[src/rtl/sevenseg_display_port.sv]
// CPU-mapped 4-digit multiplexed seven-segment port. Writes go to a pending register and reach the
// displayed shadow copy only at frame wrap. Outputs are registered one cycle after idx/shadow/mask.
module sevenseg_display_port #(
    parameter int SCAN_DIV_BITS = 15
) (
    input  logic        clk,
    input  logic        rst,
    input  logic [15:0] data_in,
    input  logic        wr,
    input  logic        a0,
    output logic [15:0] data_out,
    output logic [3:0]  anode,
    output logic [6:0]  seg,
    output logic        dp
);

    localparam logic [SCAN_DIV_BITS-1:0] PRESC_ONE = {{(SCAN_DIV_BITS-1){1'b0}}, 1'b1};

    logic [SCAN_DIV_BITS-1:0] presc_q, presc_d;
    logic [1:0]               idx_q, idx_d;
    logic [15:0]              pending_q, pending_d;
    logic [15:0]              shadow_q, shadow_d;
    logic [3:0]               en_mask_q, en_mask_d;
    logic [3:0]               dp_mask_q, dp_mask_d;
    logic                     frame_q, frame_d;
    logic [3:0]               anode_q, anode_d;
    logic [6:0]               seg_q, seg_d;
    logic                     dp_q, dp_d;

    logic                     tick;
    logic                     wrap;
    logic [3:0]               digit;
    logic                     digit_on;

    // Active-low {a,b,c,d,e,f,g} patterns for hex digits 0..F.
    function automatic logic [6:0] hex7(input logic [3:0] h);
        logic [6:0] s;
        case (h)
            4'h0:    s = 7'b0000001;
            4'h1:    s = 7'b1001111;
            4'h2:    s = 7'b0010010;
            4'h3:    s = 7'b0000110;
            4'h4:    s = 7'b1001100;
            4'h5:    s = 7'b0100100;
            4'h6:    s = 7'b0100000;
            4'h7:    s = 7'b0001111;
            4'h8:    s = 7'b0000000;
            4'h9:    s = 7'b0000100;
            4'hA:    s = 7'b0001000;
            4'hB:    s = 7'b1100000;
            4'hC:    s = 7'b0110001;
            4'hD:    s = 7'b1000010;
            4'hE:    s = 7'b0110000;
            default: s = 7'b0111000;
        endcase
        return s;
    endfunction

    always_comb begin
        tick      = &presc_q;
        wrap      = tick && (idx_q == 2'd3);
        presc_d   = presc_q + PRESC_ONE;
        idx_d     = tick ? idx_q + 2'd1 : idx_q;
        shadow_d  = wrap ? pending_q : shadow_q;
        pending_d = pending_q;
        en_mask_d = en_mask_q;
        dp_mask_d = dp_mask_q;
        frame_d   = frame_q;

        if (wr) begin
            if (!a0) begin
                pending_d = data_in;
            end else if (data_in[15]) begin
                pending_d = {pending_q[11:0], data_in[3:0]};
            end else if (data_in[14]) begin
                frame_d = 1'b0;
            end else begin
                en_mask_d = data_in[3:0];
                dp_mask_d = data_in[7:4];
            end
        end
        // A wrap in the same cycle as a frame-clear keeps the flag set.
        if (wrap) begin
            frame_d = 1'b1;
        end
    end

    always_comb begin
        digit    = shadow_q[{idx_q, 2'b00} +: 4];
        digit_on = en_mask_q[idx_q];
        anode_d  = digit_on ? ~(4'b0001 << idx_q) : 4'b1111;
        seg_d    = digit_on ? hex7(digit) : 7'b1111111;
        dp_d     = ~(dp_mask_q[idx_q] & digit_on);
    end

    always_ff @(posedge clk) begin
        if (rst) begin
            presc_q   <= '0;
            idx_q     <= 2'd0;
            pending_q <= 16'h0000;
            shadow_q  <= 16'h0000;
            en_mask_q <= 4'hF;
            dp_mask_q <= 4'h0;
            frame_q   <= 1'b0;
            anode_q   <= 4'b1111;
            seg_q     <= 7'b1111111;
            dp_q      <= 1'b1;
        end else begin
            presc_q   <= presc_d;
            idx_q     <= idx_d;
            pending_q <= pending_d;
            shadow_q  <= shadow_d;
            en_mask_q <= en_mask_d;
            dp_mask_q <= dp_mask_d;
            frame_q   <= frame_d;
            anode_q   <= anode_d;
            seg_q     <= seg_d;
            dp_q      <= dp_d;
        end
    end

    assign data_out = a0 ? {7'b0000000, frame_q, dp_mask_q, en_mask_q} : pending_q;
    assign anode    = anode_q;
    assign seg      = seg_q;
    assign dp       = dp_q;

endmodule

[config.mk]
export PLATFORM = sky130hd
export DESIGN_NAME = sevenseg_display_port
export DESIGN_NICKNAME = d
export VERILOG_FILES = /design/src/rtl/sevenseg_display_port.sv
export SDC_FILE = /design/constraint.sdc
export NUM_CORES = 1
export LEC_CHECK = 0
export BUFFER_PORTS_ARGS = -buffer_cell sky130_fd_sc_hd__buf_2
export CAP_MARGIN = 20
export CORE_MARGIN = 10
export CORE_UTILIZATION = 40
export CTS_BUF_LIST = sky130_fd_sc_hd__clkbuf_16
export DETAILED_ROUTE_END_ITERATION = 8
export PLACE_DENSITY = 0.58
export SETUP_SLACK_MARGIN = 0.5
export SYNTH_ARGS = -nofsm -noshare
export SYNTH_HDL_FRONTEND = slang
export SYNTH_SLANG_ARGS = --single-unit
[constraint.sdc]
create_clock -name clk -period 4.9 [get_ports clk]
set_input_delay 0.98 -clock clk [delete_from_list [all_inputs] [get_ports clk]]
set_output_delay 0.98 -clock clk [all_outputs]
set_load 0.02 [all_outputs]
Yosys cells after proc, flatten, opt, wreduce, memory -nomap -nowiden
Memories as Yosys holds them, arrays and structs flattened. A register that Yosys moved wholly into a read port is not among the register bits.
Index checks and enable logic that the tools add are counted.

cells by class
  add/sub/neg operators = 2
  magnitude comparators = 1
  eq/ne operators = 3
  shift operators = 2
  muxes and demuxes = 12
  bitwise logic cells = 6
  reduce and logical (&&, ||, !) cells = 9

operators by type and width
  cell                                                                     count
  16-bit two-way mux                                                       3
  16-bit by 5-bit indexed part select with 4-bit output                    1
  15-bit by 1-bit adder with 15-bit output, second input constant          1
  15-bit AND reduction                                                     1
  4-bit AND reduction                                                      2
  1-bit two-way mux                                                        7
  2-bit nonzero test                                                       3
  1-bit binary-select mux with 2-bit select                                2
  1-bit inverter                                                           4
  4-bit inverter                                                           1
  1-bit by 2-bit left shift with 4-bit output, first input constant        1
  2-bit by 3-bit < comparator with 1-bit output, second input constant     1
  2-bit by 1-bit adder with 2-bit output, second input constant            1
  2-bit equality test, second input constant                               1
  2-bit by 1-bit inequality test with 1-bit output, second input constant  1
  2-bit inequality test, second input constant                             1
  2-bit AND reduction                                                      1
  2-bit OR reduction                                                       1
  1-bit bitwise AND                                                        1
  1-bit logical AND                                                        1

word-level totals
  register bits after elaboration = 63
  bits in read-only memories = 112
  input bits = 20
  output and inout bits = 28
  word-level logic and storage cells = 45
  memories kept = 1

memory list
  memory           words  width  read ports  clocked after Yosys merged registers in  write ports  RTL line  source
  (no name shown)  16     7      1           1                                        0            38        case (h)

Logic depth before layout (Yosys ltp)
Gate-level depths: netlist of run 1.

  depth in word-level cells = 5
  depth in mapped cells = 7
  depth with buffers taken out = 6

Worst setup path after synthesis of run 1
OpenSTA, ideal clock, no wires.

  path type = input port to output port
  start = input a0
  end = output data_out[6]
  arrival time = 1.926 ns
  setup slack = 1.994 ns
  stages = 3
  path buffers = 2
  cells stage by stage = buf_2 clkbuf_1 mux2_2

on the way
  cells in the longest elaborated chain, start to end = 1

RTL lines
  item                RTL line  source
  start, declared     10        input logic a0,
  16-bit two-way mux  122       assign data_out = a0 ? {7'b0000000, frame_q, dp_mask_q, en_mask_q} : pending_q;
  end, declared       11        output logic [15:0] data_out,

Every way passes these cells.

Worst setup path in the final report of run 1
  start = input a0
  end = output data_out[5]

Same word-level chain as after synthesis.

==> metrics.log, run 1 <==
[metrics] result of the run: completed
[metrics] post-CTS resize count: 0
[metrics] Static Leak: 1.44 nW
[metrics] antenna violations before repair: 0
[metrics] Total Nets Final: 412
[metrics] post-detailed-route wirelength per cell: 14.4 um
[metrics] worst ir drop on vdd: 243 uV
[metrics] max-cap check violation count: 0
[metrics] syn_nets: 374
[metrics] Root Buffer Master: sky130_fd_sc_hd__clkbuf_16
[metrics] Tmin final: 3090 ps
[metrics] post-route ant nets: 0
[metrics] leading cell type in the layout, fill and taps excluded: sky130_fd_sc_hd__dfxtp_1
[metrics] accumulated negative setup slack: 0 ps
[metrics] achievable frequency: 0.324 GHz
[metrics] most used cells in the layout excluding fill and tap cells: sky130_fd_sc_hd__dfxtp_1 (70), sky130_fd_sc_hd__nand2_1 (52), sky130_fd_sc_hd__buf_2 (47)
[metrics] cell types occupying the most area after synthesis: sky130_fd_sc_hd__dfxtp_1 (44%), sky130_fd_sc_hd__nand2_1 (6.1%), sky130_fd_sc_hd__mux2i_1 (5.3%), sky130_fd_sc_hd__ha_1 (4.3%), sky130_fd_sc_hd__mux4_2 (4.2%)
[metrics] # rows: 32
[metrics] share of power burned in the clock network: 0.492
[metrics] count of final max-slew check failures: 0
[metrics] setup repair after global routing missed its margin: no
[metrics] buffer levels on the longest clock path: 2
[metrics] top flip-flop cell by instance count after synthesis: sky130_fd_sc_hd__dfxtp_1
[metrics] antenna diode count: 0
[metrics] total vias in the final route: 2470
[metrics] cell with the most instances on the worst path: sky130_fd_sc_hd__buf_2
[metrics] Worst setup SP type: primary input
[metrics] post-detail-place hpwl: 4910 um
[metrics] DRC Markers: 0
[metrics] worst-margin pin slew: 933 ps
[metrics] total internal power: 1.07 mW
[metrics] total clock buffers created by CTS: 9
[metrics] count of clock tree sinks: 70
[metrics] synth unique cells: 45
[metrics] Core Area: 0.00777 sq mm
[metrics] CP Max Fanout: 30
[metrics] sequential share of power: 0.438
[metrics] worst setup path class: primary input to primary output
[metrics] last weighted congestion value of the routability-driven placer: 0.821
[metrics] relative area change from synthesis to final layout: 17.8%
[metrics] effective utilization at floorplan: 0.414
[metrics] largest area contributor in the synthesized netlist: sky130_fd_sc_hd__dfxtp_1
[metrics] top-level port count: 48
[metrics] Clock Latency Late Sink: 330 ps
[metrics] final hold slack: 450 ps
[metrics] wire length of the first global-routing pass: 12000 um
[metrics] endpoints failing setup: 0
[metrics] combinational share of power: 0.070
[metrics] worst hold path stage count: 2
[metrics] cell with the biggest individual delay on the critical path: sky130_fd_sc_hd__buf_2
[metrics] critical path's largest stage delay: 530 ps
[metrics] clock tree from TritonCTS: built
[metrics] overall overflow remaining after global route: 0
[metrics] cell breakdown of the critical path: buf_2, mux2_2, buf_2
[metrics] skew final: 8.03 ps
[metrics] arrival time at the worst endpoint: 2110 ps
[metrics] ratio of cells with drive above 1 in the final layout: 0.212
[metrics] die height: 110 um
[metrics] Hold WC Path Type: flip-flop to flip-flop
[metrics] global router's overall resource usage: 0.125
[metrics] DRC marker count from the first detailed-route iteration: 92
[metrics] Post-synth EDFFs: 0
[metrics] final hold violation count: 0
[metrics] required time of the critical path: 3920 ps
[metrics] synthesized area: 0.00321 sq mm
[metrics] CTS hold repair buffers: 0
[metrics] area of the die: 0.0120 sq mm
[metrics] synthesis-stage register bit count: 70
[metrics] switching power summed over all nets: 308 uW
[metrics] endpoint class of the critical path: primary output
[metrics] Port Buf Inserts: 47
[metrics] overall power: 1.37 mW
[metrics] length of the first detailed-routing pass in iterations: 4
[metrics] setup bufs post-CTS: 0
[metrics] cell depth of the worst flop-to-flop path: 6
[metrics] total routed wirelength: 7030 um
[metrics] sequential-to-total area share from yosys stat: 0.436
[metrics] Relative slew margins: 0.376
[metrics] Yosys warning count: 0
[metrics] Die Wd: 110 um
[metrics] Vias/cell: 5.06
[metrics] power per cell area: 363 mW/mm^2
[metrics] via count of the first global-routing pass: 2478
[metrics] Reg clk slew, reported paths: 50 ps
[metrics] proportion of register bits with asynchronous set or reset after synthesis: 0
[metrics] number of levels in the clock H-tree: 3
[metrics] synthesized instance count: 343
[metrics] average cell area after synthesis: 9.37 sq um
[metrics] final worst path period share: 0.630
[metrics] pin count of the biggest net entering global routing: 61
[metrics] top cell type's share of synthesized area: 0.436
[metrics] switching share of power: 0.224
layout make-up:
type                    instances  area, sq um
repair buffers                 48          243
inverters                      10         37.5
multi-input cells             242         1660
well taps                     102          128
clock inverters                 7         88.8
clock buffers                   9          225
flip-flops and latches         70         1400
fillers                       773         3980
critical path, delay by kind of cell:
| kind | cells | cell delay (ps) |
|---|---|---|
| buffers and inverters | 2 | 690 |
| multiplexers | 1 | 420 |
cells by family (layout without fill, tap and decap cells):
kind of cell / count (synthesis) / count (layout) / synth area share
compound gates: 55 / 55 / 0.112
fa+ha+maj: 11 / 11 / 0.0428
flops: 70 / 70 / 0.436
simple gates: 131 / 131 / 0.200
mux: 33 / 33 / 0.130
xor+xnor: 12 / 12 / 0.0327
buf+inv: 31 / 74 / 0.0463
power by group through the flow:
stage / clock network [mW] / logic [mW] / registers [mW]
2_1_floorplan: 0 / 0.0632 / 0.614
3_3_place_gp: 0 / 0.0960 / 0.614
3_5_place_dp: 0 / 0.0973 / 0.614
4_1_cts: 0.688 / 0.0977 / 0.602
5_1_grt: 0.717 / 0.108 / 0.604
6_report: 0.677 / 0.0966 / 0.602
Yosys cell counts, drive strengths merged, types with 2 or more instances:
cell,n
o221ai,4
nand2b,4
mux4,6
or4,2
nor3,3
mux2,10
nand4,5
xor2,5
a211oi,11
nor2b,14
buf,10
xnor2,7
and4,3
nand2,52
ha,11
nor2,32
a21oi,26
a211o,4
inv,10
o21ai,4
nor4,3
dfxtp,70
clkbuf,11
mux2i,17
nand3,7
through the flow:
step / instance area [sq um] / setup WS, ps / utilization / cells
global placement: 3470 / 1830 / 0.447 / 472
global route: 3790 / 1770 / 0.488 / 488
finish: 3790 / 1810 / 0.488 / 488
floorplan: 3210 / 1990 / - / 343
detailed placement: 3470 / 1820 / 0.447 / 472
CTS: 3790 / 1820 / 0.488 / 488
metal layers:
layer | GRT usage | up-vias | wire length (um)
li1 | - | 1268 | -
met1 | 0.164 | 1135 | 3410
met2 | 0.184 | 61 | 3090
met3 | 0.0445 | 6 | 452
met4 | 0.0502 | 0 | 76
met5 | 0 | - | 0
sequential cells by signal (all words and copies together) (netlist names):
register,cells
pending_q,16
shadow_q,16
presc_q,15
seg,7
anode,4
dp_mask_q,4
en_mask_q,4
idx_q,2
dp,1
frame_q,1
final timing paths:
kind               startpoint  slack (ps)          end
setup / recovery           a0        1810  data_out[5]
hold / removal    shadow_q[3]         450  shadow_q[3]
setup reg to reg     idx_q[0]        2720       seg[3]
hold reg to reg   shadow_q[3]         450  shadow_q[3]
Note: power is estimated with default switching activity, not from simulation.
==> inputs of run 2 (changes only) <==
--- a/config.mk
+++ b/config.mk
@@ -11,7 +11,7 @@
 export CORE_UTILIZATION = 40
 export CTS_BUF_LIST = sky130_fd_sc_hd__clkbuf_16
 export DETAILED_ROUTE_END_ITERATION = 8
-export PLACE_DENSITY = 0.58
+export PLACE_DENSITY = 0.61
 export SETUP_SLACK_MARGIN = 0.5
 export SYNTH_ARGS = -nofsm -noshare
 export SYNTH_HDL_FRONTEND = slang
==> constraint.sdc (replaced) <==
create_clock -name clk -period 2.48 [get_ports clk]
set_input_delay 0.496 -clock clk [delete_from_list [all_inputs] [get_ports clk]]
set_output_delay 0.496 -clock clk [all_outputs]
set_load 0.02 [all_outputs]
==> run 2 against run 1 <==
- critical path depth stayed put
- global-route usage is 0.18 points lower
- flip-flop and latch count stayed put
- worst hold slack worse by 65 ps
==> metrics.log, run 2 (synthesis gave the netlist of run 1 again) <==
[metrics] result of the run: completed
[metrics] cell depth of the worst flop-to-flop path: 6 (unchanged)
[metrics] post-detailed-route wirelength per cell: 14.3 um (-0.42%)
[metrics] Clock Latency Late Sink: 330 ps (about the same)
[metrics] share of power burned in the clock network: 0.493 (about the same)
[metrics] effective utilization at floorplan: 0.414 (unchanged)
[metrics] dpl cell area: 0.00353 sq mm (+1.7%)
[metrics] overall overflow remaining after global route: 0 (unchanged)
[metrics] switching share of power: 0.226 (+0.00258)
[metrics] top-level port count: 48 (unchanged)
[metrics] Vias/cell: 5.03 (-0.54%)
[metrics] total clock buffers created by CTS: 9 (unchanged)
[metrics] buffer levels on the longest clock path: 2 (unchanged)
[metrics] Die Wd: 110 um (unchanged)
[metrics] fill count: 761 (-1.6%)
[metrics] r2r startpoint: idx_q[0]
[metrics] setup slack of the most critical reg-to-reg path: 640 ps (-2080 ps)
[metrics] Root Buffer Master: sky130_fd_sc_hd__clkbuf_16
[metrics] finished layout cell area: 0.00385 sq mm (+1.7%)
[metrics] antenna violations before repair: 0 (unchanged)
[metrics] relative area change from synthesis to final layout: 19.9%
[metrics] worst hold path stage count: 2 (unchanged)
[metrics] arrival time at the worst endpoint: 1350 ps (-760 ps)
[metrics] setup bufs post-CTS: 0 (unchanged)
[metrics] # rows: 32 (unchanged)
[metrics] Hold WC Path Type: primary input to flip-flop
[metrics] sequential share of power: 0.434 (-0.004)
[metrics] Relative slew margins: 0.681 (+0.305)
[metrics] Reg clk slew, reported paths: 60 ps (about the same)
[metrics] Worst setup SP type: primary input
[metrics] Port Buf Inserts: 47 (unchanged)
[metrics] CP Max Fanout: 15 (-50%)
[metrics] pin count of the biggest net entering global routing: 45 (-26%)
[metrics] antenna diode count: 0 (unchanged)
[metrics] DRC marker count from the first detailed-route iteration: 111 (+21%)
[metrics] global router's overall resource usage: 0.124 (-0.00184)
[metrics] Hold EP: en_mask_q[3]
[metrics] setup repair after global routing missed its margin: yes
[metrics] power per cell area: 709 mW/mm^2 (+95%)
[metrics] final design utilization: 0.496 (+0.00838)
[metrics] total routed wirelength: 7110 um (+1.2%)
[metrics] Tmin final: 1840 ps
[metrics] cell with the most instances on the worst path: sky130_fd_sc_hd__buf_2
[metrics] count of clock tree sinks: 70 (unchanged)
[metrics] switching power summed over all nets: 618 uW (+100%)
[metrics] overall power: 2.73 mW (+99%)
[metrics] worst ir drop on vdd: 416 uV (+72%)
[metrics] count of final max-slew check failures: 0 (unchanged)
[metrics] DRC Markers: 0 (unchanged)
[metrics] total vias in the final route: 2497 (+1.1%)
[metrics] ratio of cells with drive above 1 in the final layout: 0.234 (+0.0211)
[metrics] placed insts: 480 (+1.7%)
[metrics] accumulated negative setup slack: 0 ps (unchanged)
[metrics] number of levels in the clock H-tree: 3 (unchanged)
[metrics] final hold violation count: 0 (unchanged)
[metrics] combinational share of power: 0.073 (+0.003)
[metrics] clock tree from TritonCTS: built
[metrics] post-route ant nets: 0 (unchanged)
[metrics] required time of the critical path: 1980 ps (-1940 ps)
[metrics] top flop regs: pending_q: 16 flops, shadow_q: 16 flops, presc_q: 15 flops
[metrics] worst setup path class: primary input to primary output
[metrics] Total Nets Final: 420 (+1.9%)
[metrics] R2R Path End: seg[3]
[metrics] final hold slack: 385 ps (-64.6 ps)
[metrics] via count of the first global-routing pass: 2465 (-0.52%)
[metrics] achievable frequency: 0.542 GHz
[metrics] die height: 110 um (unchanged)
[metrics] total internal power: 2.11 mW (+98%)
[metrics] last weighted congestion value of the routability-driven placer: 0.842 (+2.5%)
[metrics] min setup slack post-route: 635 ps (-1180 ps)
[metrics] endpoint class of the critical path: primary output
[metrics] skew final: 5.24 ps (-2.79 ps)
[metrics] setup slack at placement: 444 ps (-1370 ps)
[metrics] worst-margin pin slew: 478 ps (-455 ps)
[metrics] wire length of the first global-routing pass: 11900 um (-0.75%)
[metrics] endpoints failing setup: 0 (unchanged)
[metrics] Static Leak: 1.48 nW (+2.9%)
[metrics] cell breakdown of the critical path: buf_2, mux2_2, buf_2
[metrics] CTS hold repair buffers: 0 (unchanged)
[metrics] most used cells in the layout excluding fill and tap cells: sky130_fd_sc_hd__dfxtp_1 (68), sky130_fd_sc_hd__nand2_1 (52), sky130_fd_sc_hd__buf_2 (47)
[metrics] Core Area: 0.00777 sq mm (unchanged)
[metrics] leading cell type in the layout, fill and taps excluded: sky130_fd_sc_hd__dfxtp_1
[metrics] critical path's largest stage delay: 390 ps (-140 ps)
[metrics] filler-free cell count of the finished design: 496 (+1.6%)
[metrics] final worst path period share: 0.744
[metrics] area of the die: 0.0120 sq mm (unchanged)
[metrics] length of the first detailed-routing pass in iterations: 4 (unchanged)
[metrics] critical hold path startpoint: data_in[3]
[metrics] post-detail-place hpwl: 5190 um (+5.9%)
[metrics] max-cap check violation count: 0 (unchanged)
[metrics] cell with the biggest individual delay on the critical path: sky130_fd_sc_hd__mux2_2
-- run 2: cell count changes in the layout (fill, tap and decap cells not counted) --
cell / previous run / this run
sky130_fd_sc_hd__dfxtp_1: 70 / 68
sky130_fd_sc_hd__dfxtp_4: 0 / 1
sky130_fd_sc_hd__dfxtp_2: 0 / 1
sky130_fd_sc_hd__buf_4: 1 / 9
-- run 2: how the worst max path moves through the flow --
stage	from	to	slack [ps]	depth (start not counted)
6_report	a0	data_out[5]	640	3
2_1_floorplan	a0	data_out[6]	540	3
3_5_place_dp	idx_q[0]	seg[3]	440	6
5_1_grt	idx_q[0]	seg[3]	470	6
4_1_cts	idx_q[1]	shadow_q[7]	570	5
3_3_place_gp	idx_q[0]	seg[3]	510	6
-- run 2: critical path: cells and delay by family --
kind / cells / cell delay [ps]
buffers and inverters: 2 / 450
multiplexers: 1 / 390
-- run 2: what timing repair did --
action	4_1_cts	5_1_grt
resized for setup	1	2
pin swaps	0	1
gates cloned	0	0
endpoints found under the setup margin	3	18
-- run 2: power by group through the flow --
stage | Combinational, mW | Sequential (mW) | Clock [mW]
after floorplan | 0.125 | 1.21 | 0
after global placement | 0.198 | 1.21 | 0
after detailed placement | 0.201 | 1.21 | 0
after CTS | 0.202 | 1.19 | 1.38
after global routing | 0.220 | 1.19 | 1.43
final | 0.198 | 1.19 | 1.35
-- run 2: layout make-up --
class	instances	area, sq um	area share
Clock buffer	9	225	0.0585
Clock inverter	7	88.8	0.0231
Inverter	10	37.5	0.00974
Multi-Input combinational cell	242	1660	0.432
Sequential cell	70	1410	0.365
Tap cell	102	128	0.0331
Timing Repair Buffer	56	303	0.0786
-- run 2: metal layers --
layer	global-route usage	share of wire	up-vias
li1	-	-	1280
met1	0.160	0.48	1147
met2	0.178	0.43	60
met3	0.0474	0.076	10
met4	0.0576	0.015	0
met5	0	0	-
==> inputs of run 3 (changes only) <==
--- a/config.mk
+++ b/config.mk
@@ -5,6 +5,7 @@
 export SDC_FILE = /design/constraint.sdc
 export NUM_CORES = 1
 export LEC_CHECK = 0
+export ABC_AREA = 1
 export BUFFER_PORTS_ARGS = -buffer_cell sky130_fd_sc_hd__buf_2
 export CAP_MARGIN = 20
 export CORE_MARGIN = 10
==> constraint.sdc (replaced) <==
create_clock -name clk -period 1.6 [get_ports clk]
set_input_delay 0.32 -clock clk [delete_from_list [all_inputs] [get_ports clk]]
set_output_delay 0.32 -clock clk [all_outputs]
set_load 0.02 [all_outputs]
==> run 3 against run 2 <==
- clock power grew 48%
- largest cell class unchanged
- synthesized cell count grew 36%
- worst hold slack lost 150 ps
- clock skew grew 1.0 ps
- synthesized area grew 2.7%
- setup slack lost 450 ps
- largest power group unchanged
- critical endpoint is now shadow_q[5]
- clock-buffer cell count is the same
- cell count grew 36%
==> metrics.log, run 3 <==
[metrics] result of the run: completed
[metrics] wire length of the first global-routing pass: 16600 um (+39%)
[metrics] required time of the critical path: 1800 ps (-180 ps)
[metrics] leading cell type in the layout, fill and taps excluded: sky130_fd_sc_hd__nand2_1
[metrics] post-detail-place hpwl: 6270 um (+21%)
[metrics] Core Area: 0.00813 sq mm (+4.7%)
[metrics] launching instance or port of the critical path: presc_q[1]
[metrics] dominant cell by count in the synthesized netlist: sky130_fd_sc_hd__nand2_1
[metrics] total area of multi-input combinational cells: 0.00226 sq mm (+36%)
[metrics] Vias/cell: 5.23 (+3.8%)
[metrics] Simple-Gate Fraction of Synth Area: 0.306 (+0.105)
[metrics] area of the die: 0.0123 sq mm (+2.2%)
[metrics] synthesized instance count: 466 (+36%)
[metrics] synth unique cells: 32 (-29%)
[metrics] Tmin final: 1410 ps
[metrics] final design utilization: 0.643 (+0.147)
[metrics] most used cells in the layout excluding fill and tap cells: sky130_fd_sc_hd__nand2_1 (89), sky130_fd_sc_hd__buf_4 (47), sky130_fd_sc_hd__buf_6 (38)
[metrics] antenna diode count: 0 (unchanged)
[metrics] Die Wd: 111 um (+1.1%)
[metrics] DRC marker count from the first detailed-route iteration: 145 (+31%)
[metrics] combinational share of power: 0.118 (+0.045)
[metrics] power per cell area: 834 mW/mm^2 (+18%)
[metrics] Worst setup SP type: flip-flop
[metrics] sequential-to-total area share from yosys stat: 0.424 (-0.0116)
[metrics] synthesis-stage register bit count: 70 (unchanged)
[metrics] Hold WC Path Type: primary input to flip-flop
[metrics] largest family of logic cells by synthesized area: simple AND/OR/NAND/NOR gates
[metrics] fraction of synthesized area in multiplexers: 0 (-0.130)
[metrics] buffer levels on the longest clock path: 2 (unchanged)
[metrics] DRC Markers: 0 (unchanged)
[metrics] overall overflow remaining after global route: 0 (unchanged)
[metrics] global router's overall resource usage: 0.161 (+0.0370)
[metrics] length of the first detailed-routing pass in iterations: 5 (+1)
[metrics] cell types occupying the most area after synthesis: sky130_fd_sc_hd__dfxtp_1 (42%), sky130_fd_sc_hd__nand2_1 (15%), sky130_fd_sc_hd__nand3_1 (6.7%), sky130_fd_sc_hd__o21ai_0 (5.3%), sky130_fd_sc_hd__a21oi_1 (5.2%)
[metrics] CP Max Fanout: 8 (-7)
[metrics] total routed wirelength: 10600 um (+48%)
[metrics] Clock Latency Late Sink: 330 ps (about the same)
[metrics] Reg clk slew, reported paths: 60 ps (about the same)
[metrics] ratio of cells with drive above 1 in the final layout: 0.502 (+0.268)
[metrics] fraction of the mapped netlist area in compound gates: 0.142 (+0.0304)
[metrics] Static Leak: 2.12 nW (+43%)
[metrics] count of final max-slew check failures: 0 (unchanged)
[metrics] fill count: 662 (-13%)
[metrics] Sequential cell area: 0.00146 sq mm (+3.8%)
[metrics] achievable frequency: 0.708 GHz
[metrics] relative area change from synthesis to final layout: 58.5%
[metrics] pin count of the biggest net entering global routing: 30 (-33%)
[metrics] effective utilization at floorplan: 0.406 (-0.00788)
[metrics] last weighted congestion value of the routability-driven placer: 0.837 (-0.59%)
[metrics] endpoints failing setup: 0 (unchanged)
[metrics] Relative slew margins: 0.712 (+0.0314)
[metrics] synthesized area: 0.00330 sq mm (+2.7%)
[metrics] final hold violation count: 0 (unchanged)
[metrics] die height: 111 um (+1.1%)
[metrics] antenna violations before repair: 0 (unchanged)
[metrics] post-route ant nets: 0 (unchanged)
[metrics] adder-cell share of the synthesized area: 0.0417 (-0.00114)
[metrics] skew final: 6.24 ps (+1.00 ps)
[metrics] Commonest cells post-synth: sky130_fd_sc_hd__nand2_1 (132), sky130_fd_sc_hd__dfxtp_1 (70), sky130_fd_sc_hd__nand3_1 (44)
[metrics] average cell area after synthesis: 7.09 sq um (-24%)
[metrics] proportion of register bits with asynchronous set or reset after synthesis: 0 (unchanged)
[metrics] # rows: 33 (+3.1%)
[metrics] endpoint class of the critical path: flip-flop
[metrics] total clock buffers created by CTS: 9 (unchanged)
[metrics] parity-gate share of the synthesized area counting xor and xnor cells: 0.00531 (-0.0274)
[metrics] share of power burned in the clock network: 0.459 (-0.034)
[metrics] syn_nets: 497 (+33%)
[metrics] worst-margin pin slew: 431 ps (-47.5 ps)
[metrics] switching share of power: 0.256 (+0.0298)
[metrics] clock tree from TritonCTS: built
[metrics] setup repair after global routing missed its margin: yes
[metrics] top-level port count: 48 (unchanged)
[metrics] top flop regs: pending_q: 16 flops, shadow_q: 16 flops, presc_q: 15 flops
[metrics] Root Buffer Master: sky130_fd_sc_hd__clkbuf_16
[metrics] largest area contributor in the synthesized netlist: sky130_fd_sc_hd__dfxtp_1
[metrics] total internal power: 3.25 mW (+54%)
[metrics] top cell type's share of synthesized area: 0.424 (-0.0116)
[metrics] worst ir drop on vdd: 670 uV (+61%)
[metrics] number of levels in the clock H-tree: 3 (unchanged)
[metrics] sequential share of power: 0.424 (-0.010)
[metrics] count of clock tree sinks: 70 (unchanged)
[metrics] top flip-flop cell by instance count after synthesis: sky130_fd_sc_hd__dfxtp_1
[metrics] critical hold path startpoint: data_in[0]
[metrics] total vias in the final route: 3538 (+42%)
[metrics] r2r startpoint: presc_q[1]
[metrics] accumulated negative setup slack: 0 ps (unchanged)
[metrics] max-cap check violation count: 0 (unchanged)
[metrics] post-detailed-route wirelength per cell: 15.6 um (+8.7%)
[metrics] Port Buf Inserts: 47 (unchanged)
[metrics] Post-synth EDFFs: 0 (unchanged)
[metrics] Yosys warning count: 0 (unchanged)
[metrics] final worst path period share: 0.882
[metrics] arrival time at the worst endpoint: 1610 ps (+260 ps)
[metrics] Total Nets Final: 598 (+42%)
[metrics] via count of the first global-routing pass: 3324 (+35%)
[metrics] worst setup path class: flip-flop to flip-flop
[metrics] switching power summed over all nets: 1.12 mW (+81%)
-- run 3: cell count changes in the layout (fill, tap and decap cells not counted), moves of 29 or more --
cell and change:
sky130_fd_sc_hd__buf_4 +38, sky130_fd_sc_hd__buf_6 +38, sky130_fd_sc_hd__dfxtp_1 -37, sky130_fd_sc_hd__nand2_1 +37
sky130_fd_sc_hd__dfxtp_2 +34, sky130_fd_sc_hd__nand2_2 +31, sky130_fd_sc_hd__buf_2 -29
-- run 3: what timing repair did --
item,CTS,global route
pin swaps,29,17
setup endpoints to repair,68,73
cloned,8,0
resized for setup,147,80
buffers inserted,35,8
hold buffers,0,0
-- run 3: logic make-up (layout without fill, tap and decap cells) --
family          count (synthesis)  after routing
buf+inv                        63            163
xor+xnor                        2              2
compound gates                 87             88
fa+ha+maj                      11             11
simple gates                  233            238
flops                          70             70
-- run 3: layout make-up --
cell class | instances | area share
inverters | 42 | 0.0378
well taps | 105 | 0.0251
flip-flops and latches | 70 | 0.279
repair inverters | 2 | 0.00311
multi-input cells | 339 | 0.431
clock buffers | 9 | 0.0430
repair buffers | 103 | 0.166
clock inverters | 7 | 0.0143
-- run 3: power by group through the flow --
stage                     Clock (mW)  Sequential (mW)  Combinational, mW
after floorplan                    0             1.89              0.234
after global placement             0             1.89              0.356
after detailed placement           0             1.89              0.360
after CTS                       2.02             1.85              0.483
after global routing            2.10             1.86              0.557
final                           2.00             1.85              0.513
-- run 3: critical path, stage by stage, from the launching register on --
cell	delay, ps
sky130_fd_sc_hd__dfxtp_2	350
sky130_fd_sc_hd__ha_4	150
sky130_fd_sc_hd__nand2_4	50
sky130_fd_sc_hd__nor2_4	160
sky130_fd_sc_hd__nand2_8	140
sky130_fd_sc_hd__inv_8	100
sky130_fd_sc_hd__nand3_4	150
sky130_fd_sc_hd__nand2_1	110
sky130_fd_sc_hd__a21oi_1	60
-- run 3: final timing paths --
check                  endpoint  slack [ps]  depth (start not counted)
hold / removal     en_mask_q[0]         230                          3
hold reg to reg   pending_q[13]         470                          2
setup / recovery    shadow_q[5]         190                          8
setup reg to reg    shadow_q[5]         190                          8
-- run 3: layer usage --
| layer | routed length (um) | part of all wire | up-vias | track usage |
|---|---|---|---|---|
| met4 | 215 | 0.020 | 0 | 0.0599 |
| met5 | 0 | 0 | - | 0 |
| met2 | 5180 | 0.49 | 108 | 0.265 |
| met1 | 4580 | 0.43 | 1683 | 0.195 |
| li1 | - | - | 1730 | - |
| met3 | 576 | 0.055 | 17 | 0.0422 |
-- run 3: stage by stage --
stage          power [mW]  std cells  setup WS [ps]  area, sq um  hold slack [ps]
5_1_grt              4.52        677            112         5230              239
2_1_floorplan        2.13        466            134         3550              420
6_report             4.37        677            188         5230              234
3_3_place_gp         2.25        610           87.9         3850              429
3_5_place_dp         2.25        610           5.05         3850              437
4_1_cts              4.35        669            236         4930              228
